$ cat src/rtl/mips_cpu_ctrl_fsm.sv
// Multi-cycle MIPS control sequencer: fetch/decode/exec/mem/wb.
// Drives ALU op, operand selects and PC/memory/register strobes.
//
// Ports:
//   i_clk             rising-edge clock
//   i_rst_n           asynchronous active-low reset
//   i_mem_readdata    memory read data, loaded into IR at fetch completion
//   i_mem_waitrequest memory stall, current access held while high
//   i_alu_zero        ALU zero flag for the current cycle
//   o_instr           instruction register
//   o_alu_op          0 AND, 1 OR, 2 ADD, 3 SUB, 4 SLTU, 5 XOR
//   o_alu_src_a       0 PC, 1 rs
//   o_alu_src_b       0 rt, 1 const 4, 2 simm16, 3 zimm16
//   o_pc_write        PC load enable
//   o_pc_src          0 ALU, 1 branch target, 2 jump target, 3 rs
//   o_i_or_d          memory address select, 0 PC, 1 ALUOut
//   o_mem_read        memory read strobe
//   o_mem_write       memory write strobe
//   o_reg_write       register file write enable
//   o_reg_dst         0 rt, 1 rd
//   o_mem_to_reg      0 ALUOut, 1 memory data
//   o_active          high unless halted, idle or in reset

module mips_cpu_ctrl_fsm (
    input  logic        i_clk,
    input  logic        i_rst_n,
    input  logic [31:0] i_mem_readdata,
    input  logic        i_mem_waitrequest,
    input  logic        i_alu_zero,
    output logic [31:0] o_instr,
    output logic [3:0]  o_alu_op,
    output logic        o_alu_src_a,
    output logic [1:0]  o_alu_src_b,
    output logic        o_pc_write,
    output logic [1:0]  o_pc_src,
    output logic        o_i_or_d,
    output logic        o_mem_read,
    output logic        o_mem_write,
    output logic        o_reg_write,
    output logic        o_reg_dst,
    output logic        o_mem_to_reg,
    output logic        o_active
);

    typedef enum logic [2:0] {
        S_IDLE   = 3'd0,
        S_FETCH  = 3'd1,
        S_DECODE = 3'd2,
        S_EXEC   = 3'd3,
        S_MEM    = 3'd4,
        S_WB     = 3'd5,
        S_HALT   = 3'd6
    } state_t;

    localparam logic [5:0] OP_RTYPE = 6'h00;
    localparam logic [5:0] OP_J     = 6'h02;
    localparam logic [5:0] OP_BEQ   = 6'h04;
    localparam logic [5:0] OP_BNE   = 6'h05;
    localparam logic [5:0] OP_ADDIU = 6'h09;
    localparam logic [5:0] OP_SLTIU = 6'h0B;
    localparam logic [5:0] OP_ANDI  = 6'h0C;
    localparam logic [5:0] OP_ORI   = 6'h0D;
    localparam logic [5:0] OP_XORI  = 6'h0E;
    localparam logic [5:0] OP_LW    = 6'h23;
    localparam logic [5:0] OP_SW    = 6'h2B;

    localparam logic [5:0] FN_JR    = 6'h08;
    localparam logic [5:0] FN_ADDU  = 6'h21;
    localparam logic [5:0] FN_SUBU  = 6'h23;
    localparam logic [5:0] FN_AND   = 6'h24;
    localparam logic [5:0] FN_OR    = 6'h25;
    localparam logic [5:0] FN_XOR   = 6'h26;
    localparam logic [5:0] FN_SLTU  = 6'h2B;

    localparam logic [3:0] ALU_AND  = 4'd0;
    localparam logic [3:0] ALU_OR   = 4'd1;
    localparam logic [3:0] ALU_ADD  = 4'd2;
    localparam logic [3:0] ALU_SUB  = 4'd3;
    localparam logic [3:0] ALU_SLTU = 4'd4;
    localparam logic [3:0] ALU_XOR  = 4'd5;

    localparam logic [1:0] SRCB_RT   = 2'd0;
    localparam logic [1:0] SRCB_FOUR = 2'd1;
    localparam logic [1:0] SRCB_SIMM = 2'd2;
    localparam logic [1:0] SRCB_ZIMM = 2'd3;

    localparam logic [1:0] PCS_ALU  = 2'd0;
    localparam logic [1:0] PCS_BR   = 2'd1;
    localparam logic [1:0] PCS_JMP  = 2'd2;
    localparam logic [1:0] PCS_RS   = 2'd3;

    state_t      r_state;
    state_t      w_next;
    logic [31:0] r_instr;

    logic [5:0]  w_opcode;
    logic [5:0]  w_funct;
    logic        w_is_r;
    logic        w_r_fn_ok;
    logic [3:0]  w_r_op;
    logic        w_i_ok;
    logic [3:0]  w_i_op;
    logic [1:0]  w_i_srcb;

    logic        w_r_alu;
    logic        w_jr;
    logic        w_i_alu;
    logic        w_lw;
    logic        w_sw;
    logic        w_beq;
    logic        w_bne;
    logic        w_j;
    logic        w_ir_load;

    assign w_opcode = r_instr[31:26];
    assign w_funct  = r_instr[5:0];
    assign w_is_r   = (w_opcode == OP_RTYPE);

    // R-type funct to ALU op
    always_comb begin
        w_r_fn_ok = 1'b1;
        w_r_op    = ALU_ADD;
        case (w_funct)
            FN_ADDU: w_r_op = ALU_ADD;
            FN_SUBU: w_r_op = ALU_SUB;
            FN_AND:  w_r_op = ALU_AND;
            FN_OR:   w_r_op = ALU_OR;
            FN_XOR:  w_r_op = ALU_XOR;
            FN_SLTU: w_r_op = ALU_SLTU;
            default: w_r_fn_ok = 1'b0;
        endcase
    end

    // I-type opcode to ALU op and immediate extension
    always_comb begin
        w_i_ok   = 1'b1;
        w_i_op   = ALU_ADD;
        w_i_srcb = SRCB_ZIMM;
        case (w_opcode)
            OP_ADDIU: begin
                w_i_op   = ALU_ADD;
                w_i_srcb = SRCB_SIMM;
            end
            OP_SLTIU: begin
                w_i_op   = ALU_SLTU;
                w_i_srcb = SRCB_SIMM;
            end
            OP_ANDI: w_i_op = ALU_AND;
            OP_ORI:  w_i_op = ALU_OR;
            OP_XORI: w_i_op = ALU_XOR;
            default: w_i_ok = 1'b0;
        endcase
    end

    assign w_r_alu = w_is_r && w_r_fn_ok;
    assign w_jr    = w_is_r && (w_funct == FN_JR);
    assign w_i_alu = w_i_ok;
    assign w_lw    = (w_opcode == OP_LW);
    assign w_sw    = (w_opcode == OP_SW);
    assign w_beq   = (w_opcode == OP_BEQ);
    assign w_bne   = (w_opcode == OP_BNE);
    assign w_j     = (w_opcode == OP_J);

    assign w_ir_load = (r_state == S_FETCH) && !i_mem_waitrequest;

    always_ff @(posedge i_clk or negedge i_rst_n) begin
        if (!i_rst_n) begin
            r_state <= S_IDLE;
            r_instr <= '0;
        end else begin
            r_state <= w_next;
            if (w_ir_load) begin
                r_instr <= i_mem_readdata;
            end
        end
    end

    assign o_instr = r_instr;

    // Outputs decode straight from state so that reset drops every
    // strobe immediately and branches see the same-cycle zero flag.
    always_comb begin
        w_next       = r_state;
        o_alu_op     = ALU_AND;
        o_alu_src_a  = 1'b0;
        o_alu_src_b  = SRCB_RT;
        o_pc_write   = 1'b0;
        o_pc_src     = PCS_ALU;
        o_i_or_d     = 1'b0;
        o_mem_read   = 1'b0;
        o_mem_write  = 1'b0;
        o_reg_write  = 1'b0;
        o_reg_dst    = 1'b0;
        o_mem_to_reg = 1'b0;
        o_active     = 1'b1;

        case (r_state)
            S_IDLE: begin
                o_active = 1'b0;
                w_next   = S_FETCH;
            end

            S_FETCH: begin
                o_mem_read = 1'b1;
                o_i_or_d   = 1'b0;
                if (!i_mem_waitrequest) begin
                    o_alu_src_a = 1'b0;
                    o_alu_src_b = SRCB_FOUR;
                    o_alu_op    = ALU_ADD;
                    o_pc_src    = PCS_ALU;
                    o_pc_write  = 1'b1;
                    w_next      = S_DECODE;
                end
            end

            S_DECODE: begin
                w_next = S_EXEC;
            end

            S_EXEC: begin
                w_next = S_FETCH;
                unique case (1'b1)
                    w_r_alu: begin
                        o_alu_op    = w_r_op;
                        o_alu_src_a = 1'b1;
                        o_alu_src_b = SRCB_RT;
                        w_next      = S_WB;
                    end
                    w_jr: begin
                        o_alu_op    = ALU_OR;
                        o_alu_src_a = 1'b1;
                        o_alu_src_b = SRCB_RT;
                        // A jump to address zero is the halt request
                        if (i_alu_zero) begin
                            w_next = S_HALT;
                        end else begin
                            o_pc_src   = PCS_RS;
                            o_pc_write = 1'b1;
                        end
                    end
                    w_i_alu: begin
                        o_alu_op    = w_i_op;
                        o_alu_src_a = 1'b1;
                        o_alu_src_b = w_i_srcb;
                        w_next      = S_WB;
                    end
                    (w_lw || w_sw): begin
                        o_alu_op    = ALU_ADD;
                        o_alu_src_a = 1'b1;
                        o_alu_src_b = SRCB_SIMM;
                        w_next      = S_MEM;
                    end
                    (w_beq || w_bne): begin
                        o_alu_op    = ALU_SUB;
                        o_alu_src_a = 1'b1;
                        o_alu_src_b = SRCB_RT;
                        o_pc_src    = PCS_BR;
                        o_pc_write  = w_beq ? i_alu_zero : !i_alu_zero;
                    end
                    w_j: begin
                        o_pc_src   = PCS_JMP;
                        o_pc_write = 1'b1;
                    end
                    default: begin
                        w_next = S_FETCH;
                    end
                endcase
            end

            S_MEM: begin
                o_i_or_d    = 1'b1;
                o_mem_read  = w_lw;
                o_mem_write = w_sw;
                if (!i_mem_waitrequest) begin
                    w_next = w_lw ? S_WB : S_FETCH;
                end
            end

            S_WB: begin
                o_reg_write  = 1'b1;
                o_reg_dst    = w_is_r;
                o_mem_to_reg = w_lw;
                w_next       = S_FETCH;
            end

            S_HALT: begin
                o_active = 1'b0;
                w_next   = S_HALT;
            end

            default: begin
                o_active = 1'b0;
                w_next   = S_IDLE;
            end
        endcase
    end

endmodule

$ cat config.mk
export PLATFORM = sky130hd
export DESIGN_NAME = mips_cpu_ctrl_fsm
export DESIGN_NICKNAME = d
export VERILOG_FILES = /design/src/rtl/mips_cpu_ctrl_fsm.sv
export SDC_FILE = /design/constraint.sdc
export NUM_CORES = 1
export LEC_CHECK = 0
export BUFFER_PORTS_ARGS = -buffer_cell sky130_fd_sc_hd__buf_4
export CAP_MARGIN = 15
export CORE_AREA = 8 8 72 74
export CTS_BUF_LIST = sky130_fd_sc_hd__clkbuf_8
export DETAILED_ROUTE_END_ITERATION = 10
export DIE_AREA = 0 0 80 82
export PLACE_DENSITY = 0.89
export SLEW_MARGIN = 20
export SYNTH_ARGS = -nofsm -noshare
export SYNTH_HDL_FRONTEND = slang
export SYNTH_SLANG_ARGS = --single-unit
$ cat constraint.sdc
create_clock -name i_clk -period 2.45 [get_ports i_clk]
set_input_delay 0.49 -clock i_clk [delete_from_list [all_inputs] [get_ports i_clk]]
set_output_delay 0.49 -clock i_clk [all_outputs]
set_load 0.05 [all_outputs]
==> metrics.txt <==
status finished with violations; failing checks setup timing; layout net count 313; # setup viols final 8; Iteration-0 DRC Markers 125; final core occ 72.1%; Yosys warning total 0; area leader, netlist dfrtp_1; critical path endpoint category primary output; Port Buffers 83; Area after DPL 2810 um2; final worst-path cycle share 111%; setup ws final -261 ps; clock-pin slew on the worst setup and hold paths 70 ps; Commonest cells post-synth dfrtp_1 (35), mux2_1 (20), a21oi_1 (13); placer's final routability congestion estimate 0.841; TritonCTS Buffers 5; Worst Hold Class in -> async; hold_buf cts 0; Fill cells 278; worst skew pair latency 290 ps; most frequent cell after synthesis dfrtp_1; First-pass DRT Iterations 4; critical path data arrival time 2220 ps; RSZ-0062 raised after global routing yes; Final Instance Area 2990 um2; number of global-route vias before repair 1,936; CTS max path bufs 2; top cells by area, synth dfrtp_1 (45%), mux2_1 (12%), mux2_2 (5.8%); Synth top area share 45.1%; cells after synthesis 187; sequential area share after synthesis 45.1%; Cell Pwr Density 1580 nW/um2; ys flop type dfrtp_1; die height 82 um; Setup crit start kind flop; Post-synth EDFFs 0; first-pass GRT wire length 9290 um; post-DP HPWL 4330 um; global route total overflow 0; # H-tree levels 2; IO Pins 85; Achievable Freq 369 MHz; largest net degree at the start of global routing 36; # DRC 0; post-route ant nets 0; Mean Syn Cell Area 10.4 um2; Setup TNS Final -1550 ps; die width 80 um; static leakage 1.32 nW; post-place setup slack -32.2 ps; Slew HR 65.7%; vias per cell 5.53; Max-Cap Viols 0; Hold Fails Final Rpt 0; Worst VDD drop 0.000992 V; Vias 1,820; core area 4140 um2; area grow syn2layout 53.8%; FP Rows 24; GRT Total Usage 17.9%; share of flip-flops with an asynchronous set or reset 100%; initial antenna violation count 0; Placed Instances 319; WP data required 1960 ps; Die Area 6560 um2; WL per Instance 17.7 um; # clock sinks 35; fin crit period 2710 ps; max-slew violations 0; starting density of the core 46.9%; worst slew pin tran 511 ps; Netlist cell types 45; root buffer cell clkbuf_8; Seq cells post-synth 35; CTS tree built; Post-Syn Area 1940 um2; routed wire length 5810 um; non-filler cells, final 329; diode count 0; fraction of layout cells with a size suffix above 1 53.4%; FF-to-FF setup slack 290 ps; Worst Path Max Fanout 4; Post-Syn Nets 223; CP Class reg -> out; Worst Clk Skew 6.21 ps
[repair_timing]
| item | CTS | global route |
|---|---|---|
| cloned | 0 | 0 |
| gates resized for setup | 12 | 6 |
| pin swaps | 0 | 2 |
| setup buffers | 2 | 1 |
| endpoints found under the setup margin | 8 | 10 |
| endpoints found under the hold margin | 0 | 0 |
[registers in the layout, summed over array words and instances, names as in the netlist]
| signal | flops |
|---|---|
| r_state | 3 |
| o_instr | 32 |
[routing by layer]
layer	track usage [%]	vias up	share of wire, %	routed length (um)
met5	0	-	0	0
met4	4.18	0	1.2	69
met3	7.99	8	8.8	512
met2	30.6	72	52	3020
met1	20.1	887	38	2210
li1	-	853	-	-
[per-stage QoR]
stage	hold slack [ps]	total power [mW]
6_report	146	4.72
5_1_grt	167	4.97
4_1_cts	157	4.69
3_5_place_dp	465	4.24
3_3_place_gp	466	4.17
2_1_floorplan	194	3.29
[where the power goes]
part	internal (mW)	switching (mW)	leakage, nW
Clock	0.191	0.207	0.0414
Combinational	1.11	2.04	0.874
Sequential	0.876	0.298	0.408
[worst paths after layout]
check,from,end,cells after the start
min in group i_clk,i_mem_readdata[26],o_instr[26]$_DFFE_PN0P_,3
worst max register to register,o_instr[29]$_DFFE_PN0P_,r_state[1]$_DFFE_PN0P_,8
max in group asynchronous,i_rst_n,r_state[0]$_DFFE_PN0P_,1
worst min-delay path,i_rst_n,o_instr[18]$_DFFE_PN0P_,1
worst max-delay path,o_instr[29]$_DFFE_PN0P_,o_pc_write,6
worst min register to register,o_instr[16]$_DFFE_PN0P_,o_instr[16]$_DFFE_PN0P_,1
[layout by cell type (no fill, tap or decap), types with 2 or more instances in the layout]
master     netlist  final
nor2b_1          3      3
o21ai_1          5      4
nand2_1         12     11
nand2b_1         6      6
inv_1            6      7
or4_4            0      2
a21oi_4          0      3
mux2_1          20     20
a21oi_1         13      7
buf_6            1     10
nor3_1           5      4
o21ai_0          6      6
nand3_1          4      4
o22ai_1          2      2
a2bb2oi_2        1      3
buf_4            1     87
dfrtp_2          0      6
and3b_1          2      2
clkbuf_8         0      5
a21oi_2          0      3
nand3b_1         2      2
mux2_2          10     10
nor2_1           7      5
dfrtp_1         35     29
or3_1            2      2
xor2_1           2      2
nor3_4           0      2
nor3b_1          3      2
[final cells by class]
cell class	count	area (um2)	share of cell area [%]
Tap cell	52	65.1	2.18
Inverter	6	22.5	0.753
Sequential cell	35	883	29.6
Timing Repair Buffer	98	786	26.3
Multi-Input combinational cell	131	1150	38.6
Clock inverter	2	11.3	0.377
Clock buffer	5	68.8	2.30
[cells by family after synthesis]
logic type / after synthesis / synth area share [%]
compound gates: 40 / 13.8
xor+xnor: 3 / 1.35
buf+inv: 21 / 4.89
flops: 35 / 45.1
mux: 31 / 17.9
other cells: 1 / 0.193
simple gates: 56 / 16.7
[worst max-delay path: stages, from the launching register on]
cell and delay, ps:
dfrtp_2 400, or3_4 390, or4_4 480, o22ai_1 190, o21ai_1 110, a31oi_4 190
buf_6 180
No activity file was read; power rests on OpenSTA's default activity.
